==> src/rtl/png_chunk_packer.sv <==
// png_chunk_packer
// Wraps a raw byte stream in one PNG chunk: 4-byte length, 4-byte type,
// the data bytes, then the 4-byte CRC, all MSB first. The type and data
// bytes are mirrored to an external crc32 block with start/valid/last
// framing, and the CRC it returns is captured and emitted to close the chunk.
//
// Build option:
//   PNG_CHUNK_LEN_CHECK_EN - when defined, a start with len_i[31]=1 is
//   rejected: err_o pulses one cycle later and the block stays idle.
//   When undefined, err_o is tied low and every length is accepted.
module png_chunk_packer (
  input  logic        clk,
  input  logic        rstn,
  // chunk request
  input  logic        start_i,
  input  logic [31:0] len_i,
  input  logic [31:0] typ_i,
  // upstream data bytes
  input  logic        val_i,
  input  logic [7:0]  dat_i,
  output logic        rdy_o,
  // byte sink
  output logic        val_o,
  output logic [7:0]  dat_o,
  output logic        lst_o,
  input  logic        rdy_i,
  // crc32 feed
  output logic        crc_start_o,
  output logic        crc_val_o,
  output logic [7:0]  crc_dat_o,
  output logic        crc_lst_o,
  // crc32 result
  input  logic        crc_val_i,
  input  logic [31:0] crc_dat_i,
  // status
  output logic        busy_o,
  output logic        done_o,
  output logic        err_o
);

  typedef enum logic [2:0] {
    ST_IDLE,
    ST_LEN,
    ST_TYP,
    ST_DAT,
    ST_WAIT_CRC,
    ST_CRC
  } state_t;

  state_t      state_reg, state_next;
  logic [31:0] len_reg, len_next;
  logic [31:0] typ_reg, typ_next;
  logic [31:0] cnt_reg, cnt_next;
  logic [31:0] crc_reg, crc_next;
  logic [1:0]  bidx_reg, bidx_next;
  logic        crc_arm_reg, crc_arm_next;   // crc_lst_o sent, result pending
  logic        crc_cap_reg, crc_cap_next;   // crc_reg holds this chunk's CRC
  logic        done_reg, done_next;
  logic        err_reg, err_next;

  logic [31:0] cnt_inc;
  logic        cap_ok;
  logic        cap_now;
  logic        len_bad;

  // Header/CRC fields split into bytes; index 0 is the most significant byte
  // so the byte index doubles as the transmit order.
  logic [7:0] len_byte [4];
  logic [7:0] typ_byte [4];
  logic [7:0] crc_byte [4];

  genvar gi;
  generate
    for (gi = 0; gi < 4; gi++) begin : g_bytes
      assign len_byte[gi] = len_reg[31 - 8*gi -: 8];
      assign typ_byte[gi] = typ_reg[31 - 8*gi -: 8];
      assign crc_byte[gi] = crc_reg[31 - 8*gi -: 8];
    end
  endgenerate

`ifdef PNG_CHUNK_LEN_CHECK_EN
  // PNG caps chunk length at 2^31-1, so bit 31 set means an illegal length.
  assign len_bad = len_i[31];
`else
  assign len_bad = 1'b0;
`endif

  assign cnt_inc = cnt_reg + 32'd1;

  // The crc32 result is only taken once the last covered byte has gone out,
  // and only while the chunk is past its header.
  assign cap_ok  = (state_reg == ST_DAT) || (state_reg == ST_WAIT_CRC) ||
                   (state_reg == ST_CRC);
  assign cap_now = cap_ok && crc_arm_reg && !crc_cap_reg && crc_val_i;

  assign busy_o = (state_reg != ST_IDLE);
  assign done_o = done_reg;
  assign err_o  = err_reg;

  // State, counters and latched chunk fields.
  always_ff @(posedge clk or negedge rstn) begin
    if (!rstn) begin
      state_reg   <= ST_IDLE;
      len_reg     <= 32'd0;
      typ_reg     <= 32'd0;
      cnt_reg     <= 32'd0;
      crc_reg     <= 32'd0;
      bidx_reg    <= 2'd0;
      crc_arm_reg <= 1'b0;
      crc_cap_reg <= 1'b0;
      done_reg    <= 1'b0;
      err_reg     <= 1'b0;
    end else begin
      state_reg   <= state_next;
      len_reg     <= len_next;
      typ_reg     <= typ_next;
      cnt_reg     <= cnt_next;
      crc_reg     <= crc_next;
      bidx_reg    <= bidx_next;
      crc_arm_reg <= crc_arm_next;
      crc_cap_reg <= crc_cap_next;
      done_reg    <= done_next;
      err_reg     <= err_next;
    end
  end

  // Next-state logic and all byte-path outputs.
  always_comb begin
    state_next   = state_reg;
    len_next     = len_reg;
    typ_next     = typ_reg;
    cnt_next     = cnt_reg;
    crc_next     = crc_reg;
    bidx_next    = bidx_reg;
    crc_arm_next = crc_arm_reg;
    crc_cap_next = crc_cap_reg;
    done_next    = 1'b0;
    err_next     = 1'b0;
    rdy_o        = 1'b0;
    val_o        = 1'b0;
    dat_o        = 8'h00;
    lst_o        = 1'b0;
    crc_start_o  = 1'b0;
    crc_val_o    = 1'b0;
    crc_dat_o    = 8'h00;
    crc_lst_o    = 1'b0;

    case (state_reg)
      ST_IDLE: begin
        if (start_i) begin
          if (len_bad) begin
            err_next = 1'b1;
          end else begin
            crc_start_o  = 1'b1;
            len_next     = len_i;
            typ_next     = typ_i;
            cnt_next     = 32'd0;
            bidx_next    = 2'd0;
            crc_next     = 32'd0;
            crc_arm_next = 1'b0;
            crc_cap_next = 1'b0;
            state_next   = ST_LEN;
          end
        end
      end

      // Length bytes are framing only; crc32 never sees them.
      ST_LEN: begin
        val_o = 1'b1;
        dat_o = len_byte[bidx_reg];
        if (rdy_i) begin
          bidx_next = bidx_reg + 2'd1;
          if (bidx_reg == 2'd3) begin
            state_next = ST_TYP;
          end
        end
      end

      ST_TYP: begin
        val_o = 1'b1;
        dat_o = typ_byte[bidx_reg];
        if (rdy_i) begin
          crc_val_o = 1'b1;
          crc_dat_o = typ_byte[bidx_reg];
          bidx_next = bidx_reg + 2'd1;
          if (bidx_reg == 2'd3) begin
            if (len_reg == 32'd0) begin
              // Empty chunk: the last type byte closes the CRC.
              crc_lst_o  = 1'b1;
              state_next = crc_cap_reg ? ST_CRC : ST_WAIT_CRC;
            end else begin
              state_next = ST_DAT;
            end
          end
        end
      end

      // Zero-latency pass-through between upstream and sink.
      ST_DAT: begin
        val_o = val_i;
        dat_o = dat_i;
        rdy_o = rdy_i;
        if (val_i && rdy_i) begin
          crc_val_o = 1'b1;
          crc_dat_o = dat_i;
          cnt_next  = cnt_inc;
          if (cnt_inc == len_reg) begin
            crc_lst_o  = 1'b1;
            state_next = crc_cap_reg ? ST_CRC : ST_WAIT_CRC;
          end
        end
      end

      ST_WAIT_CRC: begin
        if (crc_cap_reg || cap_now) begin
          state_next = ST_CRC;
        end
      end

      ST_CRC: begin
        val_o = 1'b1;
        dat_o = crc_byte[bidx_reg];
        lst_o = (bidx_reg == 2'd3);
        if (rdy_i) begin
          bidx_next = bidx_reg + 2'd1;
          if (bidx_reg == 2'd3) begin
            done_next  = 1'b1;
            state_next = ST_IDLE;
          end
        end
      end

      default: begin
        state_next = ST_IDLE;
      end
    endcase

    // CRC handshake bookkeeping, shared by every state that closes the feed.
    if (crc_lst_o) begin
      crc_arm_next = 1'b1;
    end
    if (cap_now) begin
      crc_next     = crc_dat_i;
      crc_cap_next = 1'b1;
      crc_arm_next = 1'b0;
    end
  end

endmodule
==> config.mk <==
export PLATFORM = sky130hd
export DESIGN_NAME = png_chunk_packer
export DESIGN_NICKNAME = d
export VERILOG_FILES = /design/src/rtl/png_chunk_packer.sv
export SDC_FILE = /design/constraint.sdc
export NUM_CORES = 1
export LEC_CHECK = 0
export BUFFER_PORTS_ARGS = -buffer_cell sky130_fd_sc_hd__buf_2
export CAP_MARGIN = 0
export CORE_UTILIZATION = 40
export DETAILED_ROUTE_END_ITERATION = 16
export GPL_TIMING_DRIVEN = 0
export SYNTH_ARGS = -nofsm -noshare
export SYNTH_HDL_FRONTEND = slang
export SYNTH_SLANG_ARGS = --single-unit
==> constraint.sdc <==
create_clock -name clk -period 5.3 [get_ports clk]
set_input_delay 0.53 -clock clk [delete_from_list [all_inputs] [get_ports clk]]
set_output_delay 0.53 -clock clk [all_outputs]
set_load 0.02 [all_outputs]
==> impl_metrics.py <==
metrics = {
    "outcome": {
        "status": "complete, no violations",
    },
    "synth": {
        "synthFlopType": "dfrtp_1",
        "synth_warnings": 0,
        "muxShareOfSynthArea_pct": 9.002,
        "syn_inst": 935,
        "synth_cell_type_count": 63,
        "synth_nets": 1047,
        "synth_top_family_by_area": "simple AND/OR/NAND/NOR gates",
        "synth_compound_area_share_pct": 13.18,
        "syn_area_per_cell_um2": 8.488,
        "ys_ff_latch": 136,
        "synth-simple-area-share_pct": 26.25,
        "synth_edf_count": 0,
        "async_flop_share_pct": 100.0,
        "synthAdderAreaFrac_pct": 0.3153,
        "synth_seq_area_share_pct": 42.88,
        "syn-cell-area_um2": 7936,
        "synth-xor-area-share_pct": 4.083,
    },
    "clock_network": {
        "clockBufferDepth": 2,
        "numCtsBuffers": 17,
        "clock_latency_ns": 0.44,
        "cts_hold_buffers": 0,
        "clk_pin_slew_ns": 0.06,
        "cts_root_buffer": "clkbuf_16",
        "cts_setup_buffers": 0,
        "cts-resized-gates": 0,
        "clock_sinks": 136,
        "cts_tree": "built",
        "htree_num_levels": 4,
    },
    "detailed_routing": {
        "ant_nets": 0,
        "wl_per_cell_um": 18.77,
        "top_layer_used": "met4",
        "dr.pass1.iters": 5,
        "routed-via-count": 7600,
        "wl_met2_mm": 12.04,
        "wl_mm": 25.63,
        "met1_length_mm": 11.39,
        "drc_errors": 0,
        "met3_length_mm": 1.605,
        "first_iter_violations": 700,
        "routed_via_density": 5.568,
    },
    "power": {
        "power_switching_share_pct": 40.76,
        "vdd_drop_max_mv": 0.2764,
        "power_density_nw_per_um2": 469.8,
        "switchingPower_mw": 1.826,
        "leakage_nw": 4.330,
        "p_int_mw": 2.653,
        "p_comb_share_pct": 38.4,
        "power_frac_seq_pct": 35.6,
        "clock_power_share_pct": 26.0,
    },
    "worst_setup_path": {
        "cpPeakStageDelay_ns": 0.66,
        "worstPathCellList": "ha_1 -> nand3_1 -> or3_1 -> buf_6 -> nor4_1 -> xnor2_1 -> o2111ai_1 -> nor4_2 -> nand2_1 -> nand2_1 -> buf_2",
        "cp-start-kind": "flop",
        "critical_path_class": "reg -> out",
        "worst-path-max-fanout": 8,
        "end_kind": "output port",
        "worstPathArrival_ns": 3.88,
        "cpLargestDelayFamily": "simple AND/OR/NAND/NOR gates",
        "crit_slowest_cell": "nor4_1",
        "crit_top_cell": "nand2_1",
        "required_ns": 4.77,
        "worst-path-buf-inv": 2,
    },
    "min_path": {
        "hold_class": "in -> async",
    },
    "timing": {
        "rsz0062_at_grt": "no",
        "fmax_ghz": 0.2267,
        "finClkSkew_ns": 0.01720,
        "min_period_ns": 4.411,
        "hold_viol_final": 0,
        "slew_headroom_pct": 43.72,
        "fin_tns_setup_ns": 0,
        "holdWs_ns": 0.09629,
        "slew_violations": 0,
        "tightest_slew_ns": 0.8442,
        "timing.final.crit_share_pct": 83.22,
        "finalSetupViolCount": 0,
        "finalWorstSetupSlack_ns": 0.8892,
    },
    "global_routing": {
        "grt_pass1_wl_mm": 40.54,
        "grt_max_degree": 76,
        "grt.total_usage_pct": 26.72,
        "first_global_vias": 7258,
        "grt.overflow.total": 0,
        "antenna_found_initial": 0,
    },
    "floorplanning": {
        "initial_core_util_pct": 40.78,
        "num_io_pins": 135,
        "die_h_um": 142.9,
        "fp.dieW_um": 142.9,
        "fp.dieArea_um2": 20410,
        "core_um2": 19460,
        "core.rowCount": 51,
    },
    "final_layout": {
        "final_common_cell": "nand2_1",
        "final_cell_mix": "290 x nand2_1, 140 x buf_2, 136 x dfrtp_1",
        "layout-drive-gt1-share_pct": 20.09,
        "area_growth_pct": 20.15,
        "fillers": 1934,
        "multi_input_area_um2": 4197,
        "diodes": 0,
        "ff_latch_area_um2": 3403,
        "final_nets": 1200,
    },
    "placed_design": {
        "gp_congestion": 0.8905,
        "pre_cts_ws_ns": 1.414,
        "io_buffers": 133,
        "dp.final_hpwl_mm": 18.67,
    },
    "job": {
        "cap_violations": 0,
    },
}
synthesized netlist by cell type, drive strengths merged (7+ instances only):
cell / count / area share, %
nand2: 290 / 14
dfrtp: 136 / 43
o21ai: 96 / 6.1
clkbuf: 49 / 2.3
nor2: 48 / 2.3
xnor2: 27 / 3.0
nand3: 26 / 1.6
mux4: 24 / 6.8
nand4: 23 / 1.9
buf: 21 / 1.4
a21oi: 19 / 1.2
nor4: 18 / 1.8
inv: 11 / 0.52
mux2: 11 / 1.6
nor3: 11 / 0.76
a22o: 10 / 1.1
xor2: 10 / 1.1
and3: 9 / 0.71
a31oi: 8 / 0.63
o31ai: 8 / 0.76
a22oi: 7 / 0.66
and4: 7 / 0.77
nand2b: 7 / 0.55
logic make-up after synthesis:
logic type / count (synthesis)
muxes: 40
and+or+nand+nor: 463
DFF: 136
other: 1
adders and majority gates: 2
AOI/OAI and AO/OA: 174
xor gates and xnor gates: 37
buffers and inverters: 82
final cells by class:
| class | count | share of cell area [%] |
|---|---|---|
| clock inverter | 14 | 1.496 |
| sequential | 136 | 35.69 |
| tap | 265 | 3.477 |
| inverter | 12 | 0.4724 |
| clock buffer | 17 | 4.461 |
| timing repair buffer | 134 | 7.335 |
| buffer | 70 | 3.057 |
| multi-input combinational | 717 | 44.01 |
stage by stage:
step	util, %	power [mW]	instance area [um^2]	instances
after global routing	48.99	4.741	9535	1365
after detailed placement	46.08	3.301	8967	1334
after CTS	48.99	4.475	9535	1365
final	48.99	4.479	9535	1365
after floorplan	-	2.690	7936	935
after global placement	45.90	3.277	8934	1333
metal layers:
layer | up-vias | global-route usage, %
met3 | 54 | 4.326
met4 | 0 | 9.055
li1 | 3565 | -
met2 | 325 | 42.93
met1 | 3656 | 36.63
met5 | - | 0
final timing paths:
kind                                end   startpoint  depth (start not counted)  slack [ns]
max                           crc_lst_o   cnt_reg[0]                         11        0.89
min                         cnt_reg[10]         rstn                          1         0.1
max reg2reg                state_reg[1]   cnt_reg[0]                         10        1.86
min reg2reg                 typ_byte[1]  typ_byte[1]                          2        0.47
max in group asynchronous   typ_byte[0]         rstn                          2        4.44
min in group clk           typ_byte[19]    typ_i[19]                          3        0.28
power by group through the flow:
stage / sequential (mW) / clock [mW] / combinational [mW]
3_3_place_gp: 1.60 / 0 / 1.68
4_1_cts: 1.59 / 1.18 / 1.71
5_1_grt: 1.62 / 1.23 / 1.89
6_report: 1.60 / 1.16 / 1.72
2_1_floorplan: 1.47 / 0 / 1.22
3_5_place_dp: 1.61 / 0 / 1.70
(Power assumes the default switching activity.)
